[src/rtl/npc_pkg.sv]
// npc_pkg: shared writeback-stage constants and state encoding for the NPC core.
package npc_pkg;
    localparam logic [1:0] WB_SEL_MEM = 2'b00;
    localparam logic [1:0] WB_SEL_PC4 = 2'b01;
    localparam logic [1:0] WB_SEL_ALU = 2'b10;
    localparam logic [1:0] WB_SEL_IMM = 2'b11;
    localparam logic [2:0] LOAD_F3_LB  = 3'b000;
    localparam logic [2:0] LOAD_F3_LH  = 3'b001;
    localparam logic [2:0] LOAD_F3_LW  = 3'b010;
    localparam logic [2:0] LOAD_F3_LBU = 3'b100;
    localparam logic [2:0] LOAD_F3_LHU = 3'b101;
    localparam logic [6:0] OPC_LOAD = 7'b0000011;
    typedef enum logic [1:0] {ST_IDLE, ST_REQ, ST_WAIT, ST_WB} state_t;
endpackage

[src/rtl/load_align.sv]
// load_align: picks the addressed byte/halfword lane, extends it by funct3 and
// flags illegal funct3 codes or misaligned addresses.
module load_align
    import npc_pkg::*;
(
    input  logic [31:0] rdata,
    input  logic [1:0]  addr,
    input  logic [2:0]  funct3,
    output logic [31:0] data,
    output logic        bad
);
    logic [7:0]  b;
    logic [15:0] h;
    assign b = rdata[{addr, 3'b000} +: 8];
    assign h = addr[1] ? rdata[31:16] : rdata[15:0];
    always_comb begin
        data = '0;
        bad  = 1'b0;
        case (funct3)
            LOAD_F3_LB:  data = {{24{b[7]}}, b};
            LOAD_F3_LBU: data = {24'd0, b};
            LOAD_F3_LH:  begin data = {{16{h[15]}}, h}; bad = addr[0]; end
            LOAD_F3_LHU: begin data = {16'd0, h}; bad = addr[0]; end
            LOAD_F3_LW:  begin data = rdata; bad = |addr; end
            default:     bad = 1'b1;
        endcase
    end
endmodule

[src/rtl/wb_load_stage.sv]
// wb_load_stage: NPC writeback stage; retires one instruction per handshake and
// runs the data-memory read transaction for loads before writing the register file.
module wb_load_stage
    import npc_pkg::*;
#(
    parameter int XLEN           = 32,
    parameter int TIMEOUT_CYCLES = 255,
    parameter int TO_W           = 8
) (
    input  logic            clk,
    input  logic            rst_n,
    input  logic            in_valid,
    output logic            in_ready,
    input  logic [1:0]      in_wb_sel,
    input  logic            in_rd_we,
    input  logic            in_is_load,
    input  logic [2:0]      in_funct3,
    input  logic [4:0]      in_rd,
    input  logic [XLEN-1:0] in_pc,
    input  logic [XLEN-1:0] in_alu,
    input  logic [XLEN-1:0] in_imm,
    output logic            mem_req,
    output logic [XLEN-1:0] mem_addr,
    input  logic            mem_gnt,
    input  logic            mem_rvalid,
    input  logic [XLEN-1:0] mem_rdata,
    output logic            rf_we,
    output logic [4:0]      rf_waddr,
    output logic [XLEN-1:0] rf_wdata,
    output logic            load_err
);
    state_t          state;
    logic [TO_W-1:0] cnt;
    logic [4:0]      rd_q;
    logic [2:0]      f3_q;
    logic [1:0]      lo_q;
    logic [XLEN-1:0] ld_data;
    logic [XLEN-1:0] sel_data;
    logic            bad;

    assign in_ready = (state == ST_IDLE);
    assign sel_data = (in_wb_sel == WB_SEL_PC4) ? in_pc + XLEN'(4) :
                      (in_wb_sel == WB_SEL_ALU) ? in_alu :
                      (in_wb_sel == WB_SEL_IMM) ? in_imm : '0;

    // In IDLE the aligner checks the incoming load; afterwards it formats the returned word.
    load_align u_align (
        .rdata  (mem_rdata),
        .addr   (in_ready ? in_alu[1:0] : lo_q),
        .funct3 (in_ready ? in_funct3 : f3_q),
        .data   (ld_data),
        .bad    (bad)
    );

    always_ff @(posedge clk or negedge rst_n) begin
        if (!rst_n) begin
            state    <= ST_IDLE;
            mem_req  <= 1'b0;
            mem_addr <= '0;
            rf_we    <= 1'b0;
            rf_waddr <= '0;
            rf_wdata <= '0;
            load_err <= 1'b0;
            cnt      <= '0;
            rd_q     <= '0;
            f3_q     <= '0;
            lo_q     <= '0;
        end else begin
            rf_we    <= 1'b0;
            load_err <= 1'b0;
            case (state)
                ST_IDLE: if (in_valid) begin
                    rd_q <= in_rd;
                    f3_q <= in_funct3;
                    lo_q <= in_alu[1:0];
                    if (in_is_load) begin
                        if (bad) load_err <= 1'b1;
                        else begin
                            state    <= ST_REQ;
                            mem_req  <= 1'b1;
                            mem_addr <= {in_alu[XLEN-1:2], 2'b00};
                        end
                    end else if (in_rd_we) begin
                        state    <= ST_WB;
                        rf_we    <= |in_rd;
                        rf_waddr <= in_rd;
                        rf_wdata <= sel_data;
                    end
                end
                ST_REQ: if (mem_gnt) begin
                    mem_req <= 1'b0;
                    cnt     <= '0;
                    if (mem_rvalid) begin
                        state    <= ST_WB;
                        rf_we    <= |rd_q;
                        rf_waddr <= rd_q;
                        rf_wdata <= ld_data;
                    end else state <= ST_WAIT;
                end
                ST_WAIT: begin
                    if (mem_rvalid) begin
                        state    <= ST_WB;
                        rf_we    <= |rd_q;
                        rf_waddr <= rd_q;
                        rf_wdata <= ld_data;
                    end else if (cnt == TO_W'(TIMEOUT_CYCLES - 1)) begin
                        state    <= ST_IDLE;
                        load_err <= 1'b1;
                        cnt      <= '0;
                    end else cnt <= cnt + 1'b1;
                end
                ST_WB: state <= ST_IDLE;
            endcase
        end
    end
endmodule

[config.mk]
export PLATFORM = sky130hd
export DESIGN_NAME = wb_load_stage
export DESIGN_NICKNAME = d
export VERILOG_FILES = /design/src/rtl/npc_pkg.sv /design/src/rtl/load_align.sv /design/src/rtl/wb_load_stage.sv
export SDC_FILE = /design/constraint.sdc
export NUM_CORES = 1
export LEC_CHECK = 0
export CAP_MARGIN = 20
export CORE_MARGIN = 10
export CORE_UTILIZATION = 45
export CTS_CLUSTER_DIAMETER = 30
export DETAILED_ROUTE_END_ITERATION = 7
export HOLD_SLACK_MARGIN = 0.1
export PLACE_DENSITY_LB_ADDON = 0.05
export SLEW_MARGIN = 10
export SYNTH_ARGS = -nofsm -noshare
export SYNTH_HDL_FRONTEND = slang
export SYNTH_SLANG_ARGS = --single-unit
[constraint.sdc]
create_clock -name clk -period 3.6 [get_ports clk]
set_clock_uncertainty 0.2 [all_clocks]
set_input_delay 0.36 -clock clk [delete_from_list [all_inputs] [get_ports clk]]
set_output_delay 0.36 -clock clk [all_outputs]
set_load 0.03 [all_outputs]
==> results of run 1 <==
[final timing paths]
check                                   startpoint                  endpoint  slack [ps]
min in group asynchronous                    rst_n        cnt[0]$_DFFE_PN0P_         480
hold reg to reg            rf_wdata[4]$_DFFE_PN0P_   rf_wdata[4]$_DFFE_PN0P_         280
setup / recovery              state[0]$_DFFE_PN0P_  rf_wdata[25]$_DFFE_PN0P_         350
max in group asynchronous                    rst_n   rf_wdata[9]$_DFFE_PN0P_        1840
hold / removal             rf_wdata[4]$_DFFE_PN0P_   rf_wdata[4]$_DFFE_PN0P_         280
setup reg to reg              state[0]$_DFFE_PN0P_  rf_wdata[25]$_DFFE_PN0P_         350
[state kept, by name, summed over array words and instances, names as in the netlist, 2 cells and up]
| name | flops |
|---|---|
| lo_q | 2 |
| mem_addr | 30 |
| rf_waddr | 5 |
| state | 2 |
| rf_wdata | 32 |
| f3_q | 3 |
| cnt | 8 |
| rd_q | 5 |
[power groups by stage]
stage                     sequential [mW]  combinational [mW]  clock [mW]
after floorplan                      2.46                1.97           0
after global placement               1.76                4.20           0
after detailed placement             1.78                4.28           0
after CTS                            1.77                4.30       0.932
after global routing                 1.83                4.63       0.967
final                                1.77                4.30       0.910
[layer usage]
metal / GRT usage [%] / up-vias / wire, um / part of all wire (%)
li1: - / 2609 / - / -
met5: 0 / - / 0 / 0
met2: 40.07 / 236 / 10600 / 50
met1: 26.47 / 2703 / 8144 / 38
met4: 10.38 / 0 / 742 / 3.5
met3: 7.927 / 47 / 1865 / 8.7
[stage by stage]
stage	util [%]	area [sq um]
finish	68.27	8303
global route	68.27	8303
CTS	68.27	8303
detailed placement	65.86	8010
global placement	65.86	8010
floorplan	-	5665
[worst register-to-register path: cells and delay by family (launching register included)]
kind / cells / cell delay [ps]
adder cells (fa/ha/maj): 1 / 530
AO/OA/AOI/OAI: 3 / 860
buffers and inverters: 1 / 110
multiplexers: 2 / 620
AND/OR/NAND/NOR: 1 / 450
flip-flops: 1 / 400
[cell type report]
| type | count | area (sq um) | share of cell area (%) |
|---|---|---|---|
| multi-input combinational | 448 | 3241 | 39.03 |
| timing repair buffer | 232 | 2280 | 27.46 |
| sequential | 90 | 2252 | 27.12 |
| clock buffer | 12 | 256.5 | 3.089 |
| tap | 168 | 210.2 | 2.532 |
| inverter | 10 | 37.54 | 0.4521 |
| clock inverter | 4 | 26.28 | 0.3165 |
[kinds of logic after synthesis]
logic type / after synthesis / synth area share [%]
buf+inv: 44 / 3.470
flops: 90 / 39.78
xor+xnor: 27 / 4.177
fa+ha+maj: 7 / 1.547
compound gates: 156 / 19.36
mux: 78 / 16.20
other cells: 1 / 0.06623
simple gates: 178 / 15.40
[cell usage after synthesis (8+ instances only)]
cell and n:
inv_1 10, o21ai_0 38, a2111oi_0 8, dfrtp_1 90
nor3_1 13, a22oi_1 14, clkbuf_1 21, mux2i_1 28
nand3_1 15, and3_1 10, a211o_1 8, xor2_1 18
xnor2_1 9, nor2_1 51, a21oi_1 26, nand2_1 47
mux2_2 42, a221oi_1 14
==> insert_results.sql, run 1 <==
INSERT INTO impl_metrics (metric_group, metric, value, unit) VALUES
('run_status', 'status', 'finished clean', ''),
('hold_path', 'hp-class', 'flip-flop to flip-flop', ''),
('clock_tree', 'clock_pin_slew_on_the_worst_setup_and_hold_paths', '60', 'ps'),
('sta', 'final.hold.worst_slack', '283.3', 'ps'),
('place', 'io_buffers', '215', ''),
('final_layout', 'design.final.nets', '943', ''),
('pwr', 'proportion_of_power_drawn_by_combinational_gates', '61.6', '%'),
('synth', 'dominant_synthesized_flop_cell', 'dfrtp_1', ''),
('pwr', 'p_leak', '3.367', 'nW'),
('synth', 'ys_top_cells_by_area', 'dfrtp_1 (40%), mux2_2 (8.4%), mux2i_1 (5.0%)', ''),
('die', 'fp.dieH', '132.2', 'um'),
('critical_path', 'slowest_stage', 'ha_1', ''),
('job', 'maxCapViolations', '0', ''),
('critical_path', 'cp_data_required_time', '3650', 'ps'),
('global_route', 'wire_length_of_the_first_global_routing_pass', '33040', 'um'),
('detailed_routing', 'dr.first_iter.drc_count', '444', ''),
('final_layout', 'diodes', '0', ''),
('critical_path', 'critPathKind', 'flip-flop to flip-flop', ''),
('synth', 'synth.top_cell.area_share', '39.78', '%'),
('sta', 'timing.fmax', '307.3', 'MHz'),
('critical_path', 'worstSetupStartpointType', 'flip-flop', ''),
('sta', 'worst_slew_pin_slew', '869.2', 'ps'),
('detailed_routing', 'first_pass_iters', '5', ''),
('synth', 'synthArstFlopShare', '100.0', '%'),
('die', 'floorplan.io_pins', '218', ''),
('global_route', 'overall_routing_resource_usage', '23.68', '%'),
('hold_path', 'hold_depth', '2', ''),
('final_layout', 'drive_gt1_share', '11.31', '%'),
('critical_path', 'worstRegToRegCells', '8', ''),
('place', 'detailedPlace.worstSlack', '409.3', 'ps'),
('global_route', 'vias_in_the_first_global_route', '5938', ''),
('sta', 'slack_of_the_critical_path', '345.5', 'ps'),
('clock_tree', 'clk-insertion-delay-late', '340', 'ps'),
('detailed_routing', 'wl_per_cell', '22.15', 'um'),
('sta', 'post-route-period-util', '90.40', '%'),
('pwr', 'swShare', '45.57', '%'),
('clock_tree', 'clock-root-buffer', 'clkbuf_16', ''),
('critical_path', 'crit_fanout', '16', ''),
('place', 'numPlacedInstances', '947', ''),
('place', 'gp_routability_congestion', '0.8931', ''),
('detailed_routing', 'post-route-drc-count', '0', ''),
('clock_tree', 'post_cts.repair.setup_buffers', '0', ''),
('global_route', 'grt_antenna_before_repair', '0', ''),
('final_layout', 'n_fill_cell', '958', ''),
('pwr', 'share_of_power_burned_in_the_clock_network', '13.0', '%'),
('sta', 'slew_headroom', '42.05', '%'),
('final_layout', 'layout.cells.most_common', 'clkdlybuf4s50_1', ''),
('sta', 'final-setup-viol-count', '0', ''),
('pwr', 'internal-power', '3.800', 'mW'),
('die', 'initial_core_util', '46.55', '%'),
('critical_path', 'cpPeakStageDelay', '530', 'ps'),
('critical_path', 'worstPathArrival', '3310', 'ps'),
('clock_tree', 'clock_tree.buffer_depth', '2', ''),
('synth', 'synthesis.area', '5662', 'sq um'),
('final_layout', 'layout_common_cells', 'clkdlybuf4s50_1 (214), dfrtp_1 (90), nor2_1 (51), nand2_1 (47), mux2_2 (42)', ''),
('pwr', 'fin_total_pwr', '6.982', 'mW'),
('final_layout', 'fin_cells', '964', ''),
('sta', 'timing.final.hold_violations', '0', ''),
('critical_path', 'critical_path.endpoint_type', 'flip-flop', ''),
('global_route', 'gr-total-overflow', '0', ''),
('pwr', 'cellPowerDensity', '840.9', 'nW/um^2'),
('pwr', 'switchingPower', '3.181', 'mW'),
('pwr', 'ir_drop', '0.0004163', 'V'),
('die', 'design.die.area', '17470', 'sq um'),
('sta', 'grt_setup_unrepaired', 'false', ''),
('synth', 'yosysTopAreaCell', 'dfrtp_1', ''),
('critical_path', 'critPathTopFamily', 'compound AO/OA/AOI/OAI gates', ''),
('synth', 'ys_seq_area_share', '39.78', '%'),
('die', 'die_x', '132.2', 'um'),
('detailed_routing', 'routed_wl', '21350', 'um'),
('die', 'floorplan.core_area', '12160', 'sq um');
(Power assumes the default switching activity.)
==> run 2: changes to the inputs <==
- CORE_UTILIZATION: 45 -> 47
- SLEW_MARGIN: 10 -> unset
- SYNTH_HIERARCHICAL: unset -> 1
==> insert_results.sql, run 2 <==
INSERT INTO impl_metrics (metric_group, metric, value, unit) VALUES
('sta', 'finalWorstPathRequiredPeriod', '3381', 'ps'),
('critical_path', 'cp_data_required_time', '3690', 'ps'),
('job', 'maxCapViolations', '0', ''),
('sta', 'tns', '0', 'ps'),
('sta', 'worst_slew_pin_slew', '1018', 'ps'),
('detailed_routing', 'via_count', '6598', ''),
('final_layout', 'drive_gt1_share', '16.33', '%'),
('global_route', 'grt_busiest_layer', 'met2', ''),
('sta', 'slew_headroom', '32.11', '%'),
('die', 'design.die.area', '18740', 'sq um'),
('die', 'fp-row-count', '42', ''),
('detailed_routing', 'first_pass_iters', '5', ''),
('place', 'place.detailed.hpwl', '19220', 'um'),
('clock_tree', 'clock-root-buffer', 'clkbuf_16', ''),
('synth', 'dominant_synthesized_flop_cell', 'dfrtp_1', ''),
('final_layout', 'fin_cells', '1058', ''),
('final_layout', 'layout.cells.most_common', 'clkdlybuf4s50_1', ''),
('synth', 'synth.most_common_cell', 'dfrtp_1', ''),
('detailed_routing', 'viasPerCell', '6.236', ''),
('synth', 'post_synth.cell_area_avg', '9.431', 'sq um'),
('pwr', 'ir_drop', '0.0004744', 'V'),
('final_layout', 'n_fill_cell', '1090', ''),
('synth', 'ys_top_cells_by_area', 'dfrtp_1 (35%), mux2_2 (12%), nand2_1 (4.0%)', ''),
('clock_tree', 'clock_tree.buffer_depth', '2', ''),
('final_layout', 'registers.top_by_ff_count', 'rf_wdata', ''),
('synth', 'ys_seq_area_share', '35.07', '%'),
('run_status', 'status', 'finished clean', ''),
('synth', 'synthArstFlopShare', '100.0', '%'),
('detailed_routing', 'wl_per_cell', '23.07', 'um'),
('synth', 'yosys_register_bits', '90', ''),
('final_layout', 'layout_common_cells', 'clkdlybuf4s50_1 (213), dfrtp_1 (90), mux2_2 (69), nand2_1 (69)', ''),
('die', 'floorplan.io_pins', '218', ''),
('critical_path', 'worstPathArrival', '3470', 'ps'),
('global_route', 'grt_antenna_before_repair', '0', ''),
('die', 'floorplan.core_area', '13300', 'sq um'),
('synth', 'synth_cell_type_count', '73', ''),
('hold_path', 'hp-class', 'flip-flop to flip-flop', ''),
('sta', 'final-setup-viol-count', '0', ''),
('global_route', 'overall_routing_resource_usage', '25.48', '%'),
('pwr', 'p_leak', '3.505', 'nW'),
('die', 'initial_core_util', '48.31', '%'),
('detailed_routing', 'post-route-drc-count', '0', ''),
('clock_tree', 'cts-buffers-inserted', '9', ''),
('critical_path', 'crit_fanout', '6', ''),
('global_route', 'gr-total-overflow', '0', ''),
('hold_path', 'hold_depth', '2', ''),
('sta', 'timing.final.hold_violations', '0', ''),
('synth', 'synth_edf_count', '0', ''),
('final_layout', 'diodes', '0', ''),
('clock_tree', 'clk-insertion-delay-late', '340', 'ps'),
('sta', 'pins_over_slew_limit', '0', ''),
('synth', 'yosys_warnings', '6', ''),
('clock_tree', 'cts_htree_levels', '3', ''),
('global_route', 'grt_met2_use', '41.40', '%'),
('clock_tree', 'clock_pin_slew_on_the_worst_setup_and_hold_paths', '70', 'ps'),
('die', 'die_x', '136.9', 'um'),
('pwr', 'cellPowerDensity', '925.4', 'nW/um^2'),
('sta', 'timing.fmax', '295.7', 'MHz'),
('critical_path', 'critPathKind', 'flip-flop to flip-flop', ''),
('synth', 'synth.top_cell.area_share', '35.07', '%'),
('global_route', 'gr-usage-met3', '8.358', '%'),
('global_route', 'vias_in_the_first_global_route', '6721', ''),
('synth', 'synthesis.area', '6422', 'sq um'),
('die', 'fp.dieH', '136.9', 'um'),
('final_layout', 'design.final.nets', '1031', ''),
('final_layout', 'areaGrowthSynthToFinish', '39.80', '%'),
('synth', 'yosysTopAreaCell', 'dfrtp_1', ''),
('clock_tree', 'clock_sinks', '90', ''),
('global_route', 'wire_length_of_the_first_global_routing_pass', '37550', 'um'),
('sta', 'grt_setup_unrepaired', 'false', ''),
('sta', 'final.hold.worst_slack', '292.0', 'ps'),
('detailed_routing', 'route.antenna.remaining_nets', '0', ''),
('sta', 'post-route-period-util', '93.93', '%'),
('final_layout', 'largest_register_ffs', '32', ''),
('critical_path', 'worstSetupStartpointType', 'flip-flop', ''),
('pwr', 'fin_total_pwr', '8.309', 'mW'),
('critical_path', 'critical_path.endpoint_type', 'flip-flop', ''),
('synth', 'synthesis.instances', '681', ''),
('global_route', 'grt_start_max_net_pins', '78', ''),
('place', 'gp_routability_congestion', '0.9210', ''),
('final_layout', 'regs_by_ff_count', 'rf_wdata: 32 flops, mem_addr: 30 flops, cnt: 8 flops', ''),
('place', 'numPlacedInstances', '1042', ''),
('detailed_routing', 'dr.first_iter.drc_count', '685', ''),
('synth', 'synth.top_cells.by_count', 'dfrtp_1 (90), mux2_2 (69), nand2_1 (69)', ''),
('clock_tree', 'tritoncts', 'yes', ''),
('detailed_routing', 'routed_wl', '24400', 'um'),
('global_route', 'global_route_met1_utilization', '31.40', '%'),
('critical_path', 'worstRegToRegCells', '11', ''),
('place', 'io_buffers', '215', '');
[run 2: cell count changes in the layout (fill, tap and decap cells not counted), sizes merged, moves of 8 or more]
cell / delta
a221o: +10
o21ai: +16
xor2: -11
a211oi: +21
nor2b: +9
nand2: +22
mux2: +28
a21oi: -8
nor2: -18
buf: +10
o221ai: +8
a22oi: +8
mux2i: -16
a2111oi: -9
[run 2: critical path, cell delays in order (launching register included)]
cell	delay [ps]
dfrtp_1	440
inv_1	130
ha_1	320
mux2_2	380
or2_2	310
o21a_1	170
o22a_1	210
nand2b_1	160
a311oi_1	500
o21ai_1	180
a211oi_1	220
a21o_1	120
[run 2: kinds of logic after synthesis]
kind of cell,share of synthesized area (%)
and+or+nand+nor,16.87
muxes,14.94
AOI/OAI and AO/OA,23.96
adders and majority gates,1.559
buffers and inverters,5.085
other,0.05839
xor gates and xnor gates,2.455
DFF,35.07
[run 2: power breakdown]
group	leakage, nW	total [mW]	internal, mW	switching [mW]
logic	2.26	5.61	2.29	3.31
clock network	0.137	0.915	0.475	0.440
registers	1.11	1.79	1.50	0.291
[run 2: stage by stage]
step | utilization, % | worst slack (ps) | area, sq um
floorplan | - | 79.25 | 6426
global placement | 65.40 | 441.2 | 8695
detailed placement | 65.40 | 278.6 | 8695
CTS | 67.53 | 245.0 | 8979
global route | 67.53 | 69.95 | 8979
finish | 67.53 | 218.6 | 8979
[run 2: worst paths after layout]
path / startpoint / slack, ps / end
worst max-delay path: state[0]$_DFFE_PN0P_ / 220 / state[1]$_DFFE_PN0P_
worst min-delay path: rf_waddr[1]$_DFFE_PN0P_ / 290 / rf_waddr[1]$_DFFE_PN0P_
worst max register to register: state[0]$_DFFE_PN0P_ / 220 / state[1]$_DFFE_PN0P_
worst min register to register: rf_waddr[1]$_DFFE_PN0P_ / 290 / rf_waddr[1]$_DFFE_PN0P_
max in group asynchronous: rst_n / 1930 / cnt[2]$_DFFE_PN0P_
min in group asynchronous: rst_n / 530 / rf_waddr[4]$_DFFE_PN0P_
[run 2: repair_timing]
action	CTS	global route
hold buffers	1	0
buffers inserted	0	0
setup endpoints to repair	0	0
gates resized for setup	0	0
endpoints found under the hold margin	75	0
[run 2: routing by layer]
| layer | vias to the layer above | part of all wire, % |
|---|---|---|
| li1 | 2977 | - |
| met3 | 42 | 10 |
| met1 | 3208 | 40 |
| met5 | - | 0 |
| met4 | 0 | 2.3 |
| met2 | 371 | 47 |
[run 2: area by class of cell]
type,instances,area (sq um),share of cell area [%]
clock buffers,9,225.2,2.508
repair buffers,241,2342,26.09
clock inverters,6,48.80,0.5435
well taps,176,220.2,2.453
inverters,10,37.54,0.4181
flip-flops and latches,90,2252,25.08
multi-input cells,526,3852,42.91
